===== src/rtl/fifo_pkg.sv =====
// Shared constants and types for the FIFO stream reader: default widths and the
// two-entry output buffer occupancy encoding.
package fifo_pkg;

  localparam int DSIZE_DEF  = 8;
  localparam int CWIDTH_DEF = 16;
  localparam int OCC_W      = 2;

  typedef logic [OCC_W-1:0] occ_t;

  typedef enum logic [OCC_W-1:0] {
    OCC_EMPTY = 2'd0,
    OCC_ONE   = 2'd1,
    OCC_FULL  = 2'd2
  } occ_state_e;

endpackage


===== src/rtl/fifo_stream_reader_if.sv =====
// Bundles the synchronous-FIFO read side and the downstream valid/ready stream.
// The reader uses the master view; the FIFO and sink environment uses the slave view.
interface fifo_stream_reader_if
  import fifo_pkg::*;
#(
  parameter int DSIZE = DSIZE_DEF
) ();

  logic             fifo_empty;
  logic [DSIZE-1:0] fifo_dout;
  logic             fifo_rd_en;
  logic             m_valid;
  logic [DSIZE-1:0] m_data;
  logic             m_ready;

  modport master (
    input  fifo_empty, fifo_dout, m_ready,
    output fifo_rd_en, m_valid, m_data
  );

  modport slave (
    output fifo_empty, fifo_dout, m_ready,
    input  fifo_rd_en, m_valid, m_data
  );

endinterface


===== src/rtl/fifo_stream_reader_skid_buf.sv =====
// Two-entry in-order output buffer: head holds the oldest word and drives the
// downstream data register directly; tail holds the second word when full.
module stream_skid_buf
  import fifo_pkg::*;
#(
  parameter int DSIZE = DSIZE_DEF
) (
  input  logic             clk,
  input  logic             rstn,
  input  logic             push,
  input  logic [DSIZE-1:0] push_data,
  input  logic             pop,
  input  logic             flush,
  output occ_t             occ,
  output logic             valid,
  output logic [DSIZE-1:0] head
);

  occ_state_e       state;
  occ_state_e       state_next;
  logic [DSIZE-1:0] tail;
  logic [DSIZE-1:0] head_next;
  logic [DSIZE-1:0] tail_next;

  always_ff @(posedge clk or negedge rstn) begin
    if (!rstn) begin
      state <= OCC_EMPTY;
      head  <= '0;
      tail  <= '0;
      valid <= 1'b0;
    end else begin
      state <= state_next;
      head  <= head_next;
      tail  <= tail_next;
      valid <= (state_next != OCC_EMPTY);
    end
  end

  // Push while full without a pop cannot happen: the reader never requests more
  // words than the buffer can absorb.
  always_comb begin
    state_next = state;
    head_next  = head;
    tail_next  = tail;
    if (flush) begin
      state_next = OCC_EMPTY;
    end else begin
      case (state)
        OCC_EMPTY: begin
          if (push) begin
            head_next  = push_data;
            state_next = OCC_ONE;
          end
        end
        OCC_ONE: begin
          case ({push, pop})
            2'b11: head_next = push_data;
            2'b10: begin
              tail_next  = push_data;
              state_next = OCC_FULL;
            end
            2'b01: state_next = OCC_EMPTY;
            default: ;
          endcase
        end
        OCC_FULL: begin
          if (pop) begin
            head_next = tail;
            if (push) tail_next = push_data;
            else      state_next = OCC_ONE;
          end
        end
        default: state_next = OCC_EMPTY;
      endcase
    end
  end

  assign occ = occ_t'(state);

endmodule


===== src/rtl/fifo_stream_reader.sv =====
// Drains a synchronous FIFO (one-cycle read latency) into a valid/ready stream
// at up to one word per cycle, counting delivered words.
module fifo_stream_reader
  import fifo_pkg::*;
#(
  parameter int DSIZE  = DSIZE_DEF,
  parameter int CWIDTH = CWIDTH_DEF
) (
  input  logic              clk,
  input  logic              rstn,
  input  logic              flush,
  fifo_stream_reader_if.master bus,
  output logic [CWIDTH-1:0] rd_count
);

  logic             run;
  logic             infl;
  logic             push;
  logic             xfer;
  logic             rd_en;
  occ_t             occ;
  logic [OCC_W:0]   level;
  logic             buf_valid;
  logic [DSIZE-1:0] buf_data;

  // run holds off reads until the first rising edge after reset release.
  always_ff @(posedge clk or negedge rstn) begin
    if (!rstn) begin
      run      <= 1'b0;
      infl     <= 1'b0;
      rd_count <= '0;
    end else begin
      run  <= 1'b1;
      infl <= rd_en;
      if (xfer) rd_count <= rd_count + CWIDTH'(1);
    end
  end

  assign xfer  = buf_valid & bus.m_ready;
  assign push  = infl & ~flush;
  // Words the buffer will hold once this cycle's transfer and capture settle.
  assign level = {1'b0, occ} + {{OCC_W{1'b0}}, infl} - {{OCC_W{1'b0}}, xfer};
  assign rd_en = run & ~bus.fifo_empty & ~flush & (level < (OCC_W+1)'(2));

  stream_skid_buf #(
    .DSIZE (DSIZE)
  ) u_buf (
    .clk       (clk),
    .rstn      (rstn),
    .push      (push),
    .push_data (bus.fifo_dout),
    .pop       (xfer),
    .flush     (flush),
    .occ       (occ),
    .valid     (buf_valid),
    .head      (buf_data)
  );

  assign bus.fifo_rd_en = rd_en;
  assign bus.m_valid    = buf_valid;
  assign bus.m_data     = buf_data;

endmodule

===== src/flat_wrapper.sv =====
// flat-port wrapper written by rule: the top's interface ports become plain ports
module fifo_stream_reader_flat import fifo_pkg::*;
#(
  parameter int DSIZE  = DSIZE_DEF,
  parameter int CWIDTH = CWIDTH_DEF
)
  (clk, rstn, flush, rd_count, bus_fifo_empty, bus_fifo_dout, bus_m_ready, bus_fifo_rd_en, bus_m_valid, bus_m_data);
  fifo_stream_reader_if #(.DSIZE(DSIZE)) bus_i ();
  input  logic clk;
  input  logic rstn;
  input  logic flush;
  output logic [CWIDTH-1:0] rd_count;
  input wire logic [$bits(bus_i.fifo_empty)-1:0] bus_fifo_empty;
  input wire logic [$bits(bus_i.fifo_dout)-1:0] bus_fifo_dout;
  input wire logic [$bits(bus_i.m_ready)-1:0] bus_m_ready;
  output wire logic [$bits(bus_i.fifo_rd_en)-1:0] bus_fifo_rd_en;
  output wire logic [$bits(bus_i.m_valid)-1:0] bus_m_valid;
  output wire logic [$bits(bus_i.m_data)-1:0] bus_m_data;
  assign bus_i.fifo_empty = bus_fifo_empty;
  assign bus_i.fifo_dout = bus_fifo_dout;
  assign bus_i.m_ready = bus_m_ready;
  assign bus_fifo_rd_en = bus_i.fifo_rd_en;
  assign bus_m_valid = bus_i.m_valid;
  assign bus_m_data = bus_i.m_data;
  fifo_stream_reader #(.DSIZE(DSIZE), .CWIDTH(CWIDTH)) u_core (.clk(clk), .rstn(rstn), .flush(flush), .bus(bus_i), .rd_count(rd_count));
endmodule

===== config.mk =====
export PLATFORM = sky130hd
export DESIGN_NAME = fifo_stream_reader_flat
export DESIGN_NICKNAME = d
export VERILOG_FILES = /design/src/rtl/fifo_pkg.sv /design/src/rtl/fifo_stream_reader_if.sv /design/src/rtl/fifo_stream_reader_skid_buf.sv /design/src/rtl/fifo_stream_reader.sv /design/src/flat_wrapper.sv
export SDC_FILE = /design/constraint.sdc
export NUM_CORES = 1
export LEC_CHECK = 0
export ABC_AREA = 1
export CAP_MARGIN = 20
export CORE_UTILIZATION = 23
export DETAILED_ROUTE_END_ITERATION = 8
export PLACE_DENSITY = 0.54
export SYNTH_ARGS = -nofsm -noshare
export SYNTH_HDL_FRONTEND = slang
export SYNTH_HIERARCHICAL = 1
export SYNTH_SLANG_ARGS = --single-unit

===== constraint.sdc =====
create_clock -name clk -period 8.32 [get_ports clk]
set_clock_uncertainty 0.1 [all_clocks]
set_input_delay 1.664 -clock clk [delete_from_list [all_inputs] [get_ports clk]]
set_output_delay 1.664 -clock clk [all_outputs]
set_load 0.01 [all_outputs]

==> flow_summary.json, run 1 <==
{
  "leakagePower_uw": 0.00129,
  "ys_warn_count": 6,
  "first_pass_iters": 4,
  "timing.fmax_ghz": 0.160,
  "rsz0062_at_grt": "false",
  "cp.arrival_ns": 4.50,
  "die_area_sq_um": 9110,
  "die_w_um": 95.5,
  "cp-start-kind": "input port",
  "yosysUniqueCellTypes": 30,
  "numPortBuffers": 38,
  "cts_sinks": 37,
  "finalSetupViolCount": 0,
  "place_ws_ns": 2.03,
  "first_iter_violations": 34,
  "drt-total-wl_mm": 4.41,
  "synth.largest_area_cell": "dfrtp_1",
  "row_count": 33,
  "seq_area_frac_synth": 0.461,
  "clkTransAtPathRegs_ns": 0.08,
  "vias": 1697,
  "avgViaCountPerCell": 4.24,
  "grt_pass1_wl_mm": 7.66,
  "maxCapViolations": 0,
  "cts_setup_buffers": 0,
  "synth_area_leaders": "dfrtp_1 (46%), nand2_1 (20%), nand4_1 (5.0%), inv_1 (4.7%), nor2_1 (3.2%)",
  "crit_fanout": 12,
  "slowest_stage": "clkdlybuf4s50_1",
  "synth_top_area_frac": 0.461,
  "synthFlopType": "dfrtp_1",
  "required_ns": 6.56,
  "cts_root_buf": "clkbuf_8",
  "synthArstFlopShare": 1.00,
  "layout.nets": 312,
  "postSynthAreaPerCell_sq_um": 8.04,
  "drive_above_1_share": 0.0949,
  "cp_top_family": "buffers and inverters",
  "yosysMostFrequentCell": "nand2_1",
  "cts_tree": "yes",
  "period_minus_slack_ns": 6.26,
  "fin_crit_sh": 0.753,
  "setup_ws_ns": 2.06,
  "grt_overflow": 0,
  "ant_nets": 0,
  "cts_resized": 0,
  "dieHeight_um": 95.5,
  "n_antenna_cell": 0,
  "hold_buffers": 0,
  "rrSetupSlack_ns": 5.96,
  "cpMostUsedCell": "clkdlybuf4s50_1",
  "routabilityCongestion": 0.798,
  "final_area_sq_um": 2650,
  "antenna_found_initial": 0,
  "synth.ff_latch_count": 37,
  "drc": 0,
  "synth_edf_count": 0,
  "clockBufferDepth": 2,
  "path_cells": "clkdlybuf4s50_1 > nand2_2 > inv_2 > ha_1 > or2_2 > fa_1 > nand2_1 > nor4_1 > clkdlybuf4s50_1",
  "vdd_drop_max_mv": 0.0658,
  "post-route-util": 0.317,
  "clk_latency_ns": 0.28,
  "final_max_slew_viol_count": 0,
  "coreArea_sq_um": 8340,
  "cts_buffers": 5,
  "powerDensity_nw_per_um2": 181,
  "area_growth_pct": 31.8,
  "initial_core_util": 0.241,
  "path_class": "input port to primary output",
  "wl_per_cell_um": 11.0,
  "min_path_type": "register to register",
  "yosys-top-cells-count": "nand2_1 (106), dfrtp_1 (37), inv_1 (25), nor2_1 (17), nand4_1 (16)",
  "grtUsageTotal": 0.109,
  "grt_max_degree": 38,
  "cp_slowest_stage_delay_ns": 0.62,
  "num_io_pins": 39,
  "hold_viol_final": 0,
  "endpoint_kind": "primary output",
  "htreeDepth": 2,
  "placed_area_sq_um": 2510,
  "grt_pass1_vias": 1701,
  "syn_area_sq_um": 2010,
  "synthCells": 250,
  "status": "complete, no violations",
  "finalPower_uw": 479,
  "synth_fp_nets": 268,
  "path_buf_inv": 3,
  "dp_hpwl_mm": 3.34,
  "tns_ns": 0
}
==> worst min-delay path: stages, from the launching register on <==
cell     delay, ns
dfrtp_1       0.35
nand2_1       0.05
nand2_1       0.05
==> cell type report <==
class	instances	area, sq um
repair buffers	39	388
clock inverters	3	65.1
clock buffers	5	68.8
flip-flops and latches	37	926
multi-input cells	181	948
well taps	105	131
fillers	909	5690
inverters	30	120
==> state kept, by name (all words and copies together) (netlist names) <==
| register | flops |
|---|---|
| u_core/infl | 1 |
| u_core/rd_count | 16 |
| u_core/u_buf/occ | 2 |
| u_core/u_buf/head | 8 |
| u_core/u_buf/tail | 8 |
| u_core/run | 1 |
| u_core/u_buf/valid | 1 |
==> final timing paths <==
check,from,end,cells past startpoint
min in group asynchronous,rstn,u_core/rd_count[15],2
worst max register to register,u_core/u_buf/valid,u_core/infl,7
max in group asynchronous,rstn,u_core/u_buf/head[3],2
worst min-delay path,u_core/u_buf/tail[1],u_core/u_buf/tail[1],2
worst min register to register,u_core/u_buf/tail[1],u_core/u_buf/tail[1],2
worst max-delay path,bus_m_ready,bus_fifo_rd_en,9
==> stage by stage <==
| stage | hold WS, ns | instances |
|---|---|---|
| global placement | 0.353 | 392 |
| finish | 0.376 | 400 |
| global route | 0.402 | 400 |
| CTS | 0.380 | 400 |
| floorplan | 0.342 | 250 |
| detailed placement | 0.359 | 392 |
==> power breakdown <==
part	total (uW)	switching, uW	internal [uW]
sequential	214	15.5	199
combinational	82.7	37.5	45.2
clock	182	63.1	119
==> placed cells by master (no fill, tap or decap), types with 3 or more instances in the layout <==
| cell | synthesis | layout |
|---|---|---|
| inv_2 | 4 | 4 |
| clkbuf_8 | 0 | 5 |
| nand4_1 | 16 | 16 |
| nand2_1 | 106 | 106 |
| xnor2_1 | 6 | 6 |
| nor2_1 | 17 | 17 |
| inv_1 | 25 | 25 |
| dfrtp_1 | 37 | 37 |
| nand2_2 | 3 | 3 |
| xor2_1 | 5 | 5 |
| ha_1 | 4 | 4 |
| nand3_1 | 6 | 6 |
| clkdlybuf4s50_1 | 0 | 38 |
==> layer usage <==
layer | GRT usage | wire [um] | vias to the layer above
li1 | - | - | 874
met1 | 0.131 | 1900 | 780
met2 | 0.188 | 2210 | 37
met3 | 0.0263 | 232 | 6
met4 | 0.0398 | 72 | 0
met5 | 0 | 0 | -
==> cell families after synthesis <==
logic type	after synthesis	synth area share
AO/OA/AOI/OAI	2	0.00498
XOR/XNOR	11	0.0479
adder cells (fa/ha/maj)	5	0.0349
buffers and inverters	32	0.0672
flip-flops	37	0.461
other	1	0.00187
AND/OR/NAND/NOR	162	0.382
(Power assumes the default switching activity.)
==> inputs of run 2 (changes only) <==
- clock period: 8.32 -> 6.1 ns (I/O delays scaled with it)
==> run 2 against run 1 <==
  * Sequential power increased by 36%
  * Combinational power increased by 35%
  * Power increased by 37%
  * Clock power increased by 38%
  * Worst setup slack got worse by 1.4 ns
  * Critical path depth unchanged
  * Worst hold slack got worse by 0.0031 ns
  * Non-clock buffer count unchanged
  * Sequential share of layout area unchanged
  * Final cell count unchanged
  * Cell area unchanged
  * Critical path type unchanged
  * Largest cell class unchanged
==> flow_summary.json, run 2 (synthesized netlist as in run 1, its figures left out) <==
{
  "status": "complete, no violations",
  "cts_tree": "yes",
  "largest_registers": "u_core/rd_count: 16 flops, u_core/u_buf/head: 8 flops, u_core/u_buf/tail: 8 flops",
  "antenna_found_initial": 0,
  "clk_latency_ns": 0.29,
  "p_comb_frac": 0.171,
  "fin_crit_sh": 0.886,
  "pwr-share-clk": 0.384,
  "grt_pass1_wl_mm": 7.71,
  "grt_overflow": 0,
  "dpl.cell_count": 392,
  "dieHeight_um": 95.5,
  "initial_core_util": 0.241,
  "leakagePower_uw": 0.00129,
  "maxCapViolations": 0,
  "num_io_pins": 39,
  "rrSetupSlack_ns": 3.70,
  "rr_worst_depth": 7,
  "switching_power_uw": 160,
  "hold_path_end": "u_core/u_buf/tail[3]",
  "wl_per_cell_um": 11.0,
  "swShare": 0.244,
  "coreArea_sq_um": 8340,
  "rsz0062_at_grt": "false",
  "endpoint_kind": "primary output",
  "powerDensity_nw_per_um2": 248,
  "holdPathStages": 2,
  "drive_above_1_share": 0.0949,
  "reg2reg_to": "u_core/infl",
  "p_int_uw": 495,
  "final_max_slew_viol_count": 0,
  "avgViaCountPerCell": 4.27,
  "finalNonFillerCells": 400,
  "die_w_um": 95.5,
  "cts_sinks": 37,
  "row_count": 33,
  "reg2reg_from": "u_core/u_buf/valid",
  "path_class": "input port to primary output",
  "numPortBuffers": 38,
  "layout_common_cells": "nand2_1 (106), clkdlybuf4s50_1 (38), dfrtp_1 (37), inv_1 (25), nor2_1 (17)",
  "min_path_type": "register to register",
  "layout.nets": 312,
  "drt-total-wl_mm": 4.39,
  "die_area_sq_um": 9110,
  "routabilityCongestion": 0.795,
  "required_ns": 4.78,
  "hold_viol_final": 0,
  "vdd_drop_max_mv": 0.102,
  "dp_hpwl_mm": 3.31,
  "timing.fmax_ghz": 0.185,
  "vias": 1707,
  "tns_ns": 0,
  "htreeDepth": 2,
  "area_growth_pct": 31.8,
  "period_minus_slack_ns": 5.41,
  "pwr-share-seq": 0.445,
  "cp-start-kind": "input port",
  "largest_reg_flops": 16,
  "grt_max_degree": 38,
  "cts_setup_buffers": 0,
  "crit_fanout": 12,
  "cts_root_buf": "clkbuf_8",
  "nFillCells": 888,
  "clkTransAtPathRegs_ns": 0.08,
  "grt_pass1_vias": 1721,
  "cp.arrival_ns": 4.09,
  "n_antenna_cell": 0,
  "drc": 0,
  "largest_register": "u_core/rd_count",
  "cts_buffers": 5,
  "hp-start": "u_core/u_buf/tail[3]",
  "first_pass_iters": 4,
  "final_common_cell": "nand2_1",
  "grtUsageTotal": 0.111,
  "finalSetupViolCount": 0,
  "cts_resized": 0,
  "ant_nets": 0,
  "hold_buffers": 0,
  "clockBufferDepth": 2,
  "first_iter_violations": 49
}
-- run 2: cell counts in the layout (fill, tap and decap cells not counted) --
Identical to the previous run, type by type.
-- run 2: how the worst max path moves through the flow --
| stage | startpoint | to | slack, ns | cells past startpoint |
|---|---|---|---|---|
| after detailed placement | bus_m_ready | bus_fifo_rd_en | 0.68 | 9 |
| after floorplan | bus_m_ready | bus_fifo_rd_en | 1.78 | 7 |
| final | bus_m_ready | bus_fifo_rd_en | 0.69 | 9 |
| after global routing | bus_m_ready | bus_fifo_rd_en | 0.59 | 9 |
| after CTS | bus_m_ready | bus_fifo_rd_en | 0.68 | 9 |
| after global placement | bus_m_ready | bus_fifo_rd_en | 0.79 | 9 |
-- run 2: routing by layer --
| metal | vias to the layer above | wire, um | global-route usage |
|---|---|---|---|
| met2 | 41 | 2170 | 0.192 |
| li1 | 869 | - | - |
| met5 | - | 0 | 0 |
| met1 | 788 | 1850 | 0.125 |
| met3 | 9 | 272 | 0.0367 |
| met4 | 0 | 96 | 0.0473 |
-- run 2: power groups by stage --
stage / Sequential (uW) / Combinational (uW) / Clock [uW]
6_report: 292 / 112 / 252
5_1_grt: 297 / 126 / 270
4_1_cts: 293 / 114 / 263
3_5_place_dp: 297 / 114 / 0
3_3_place_gp: 297 / 113 / 0
2_1_floorplan: 304 / 35.4 / 0
-- run 2: through the flow --
stage	hold WS [ns]	power [uW]	util	instance area [sq um]	setup WS, ns
detailed placement	0.358	411	0.301	2510	0.678
global placement	0.353	410	0.301	2510	0.792
CTS	0.379	669	0.317	2650	0.678
finish	0.373	655	0.317	2650	0.693
floorplan	0.342	339	-	2010	1.78
global route	0.407	693	0.317	2650	0.586
-- run 2: layout make-up --
class,instances,area [sq um],area share
clock buffers,5,68.8,0.0260
inverters,30,120,0.0454
clock inverters,3,65.1,0.0246
repair buffers,39,388,0.147
flip-flops and latches,37,926,0.350
well taps,105,131,0.0496
multi-input cells,181,948,0.358
-- run 2: worst max-delay path, stage by stage --
cell	delay, ns
clkdlybuf4s50_1	0.49
nand2_2	0.12
inv_2	0.21
ha_1	0.26
or2_2	0.30
fa_1	0.51
nand2_1	0.06
nor4_1	0.30
clkdlybuf4s50_1	0.61
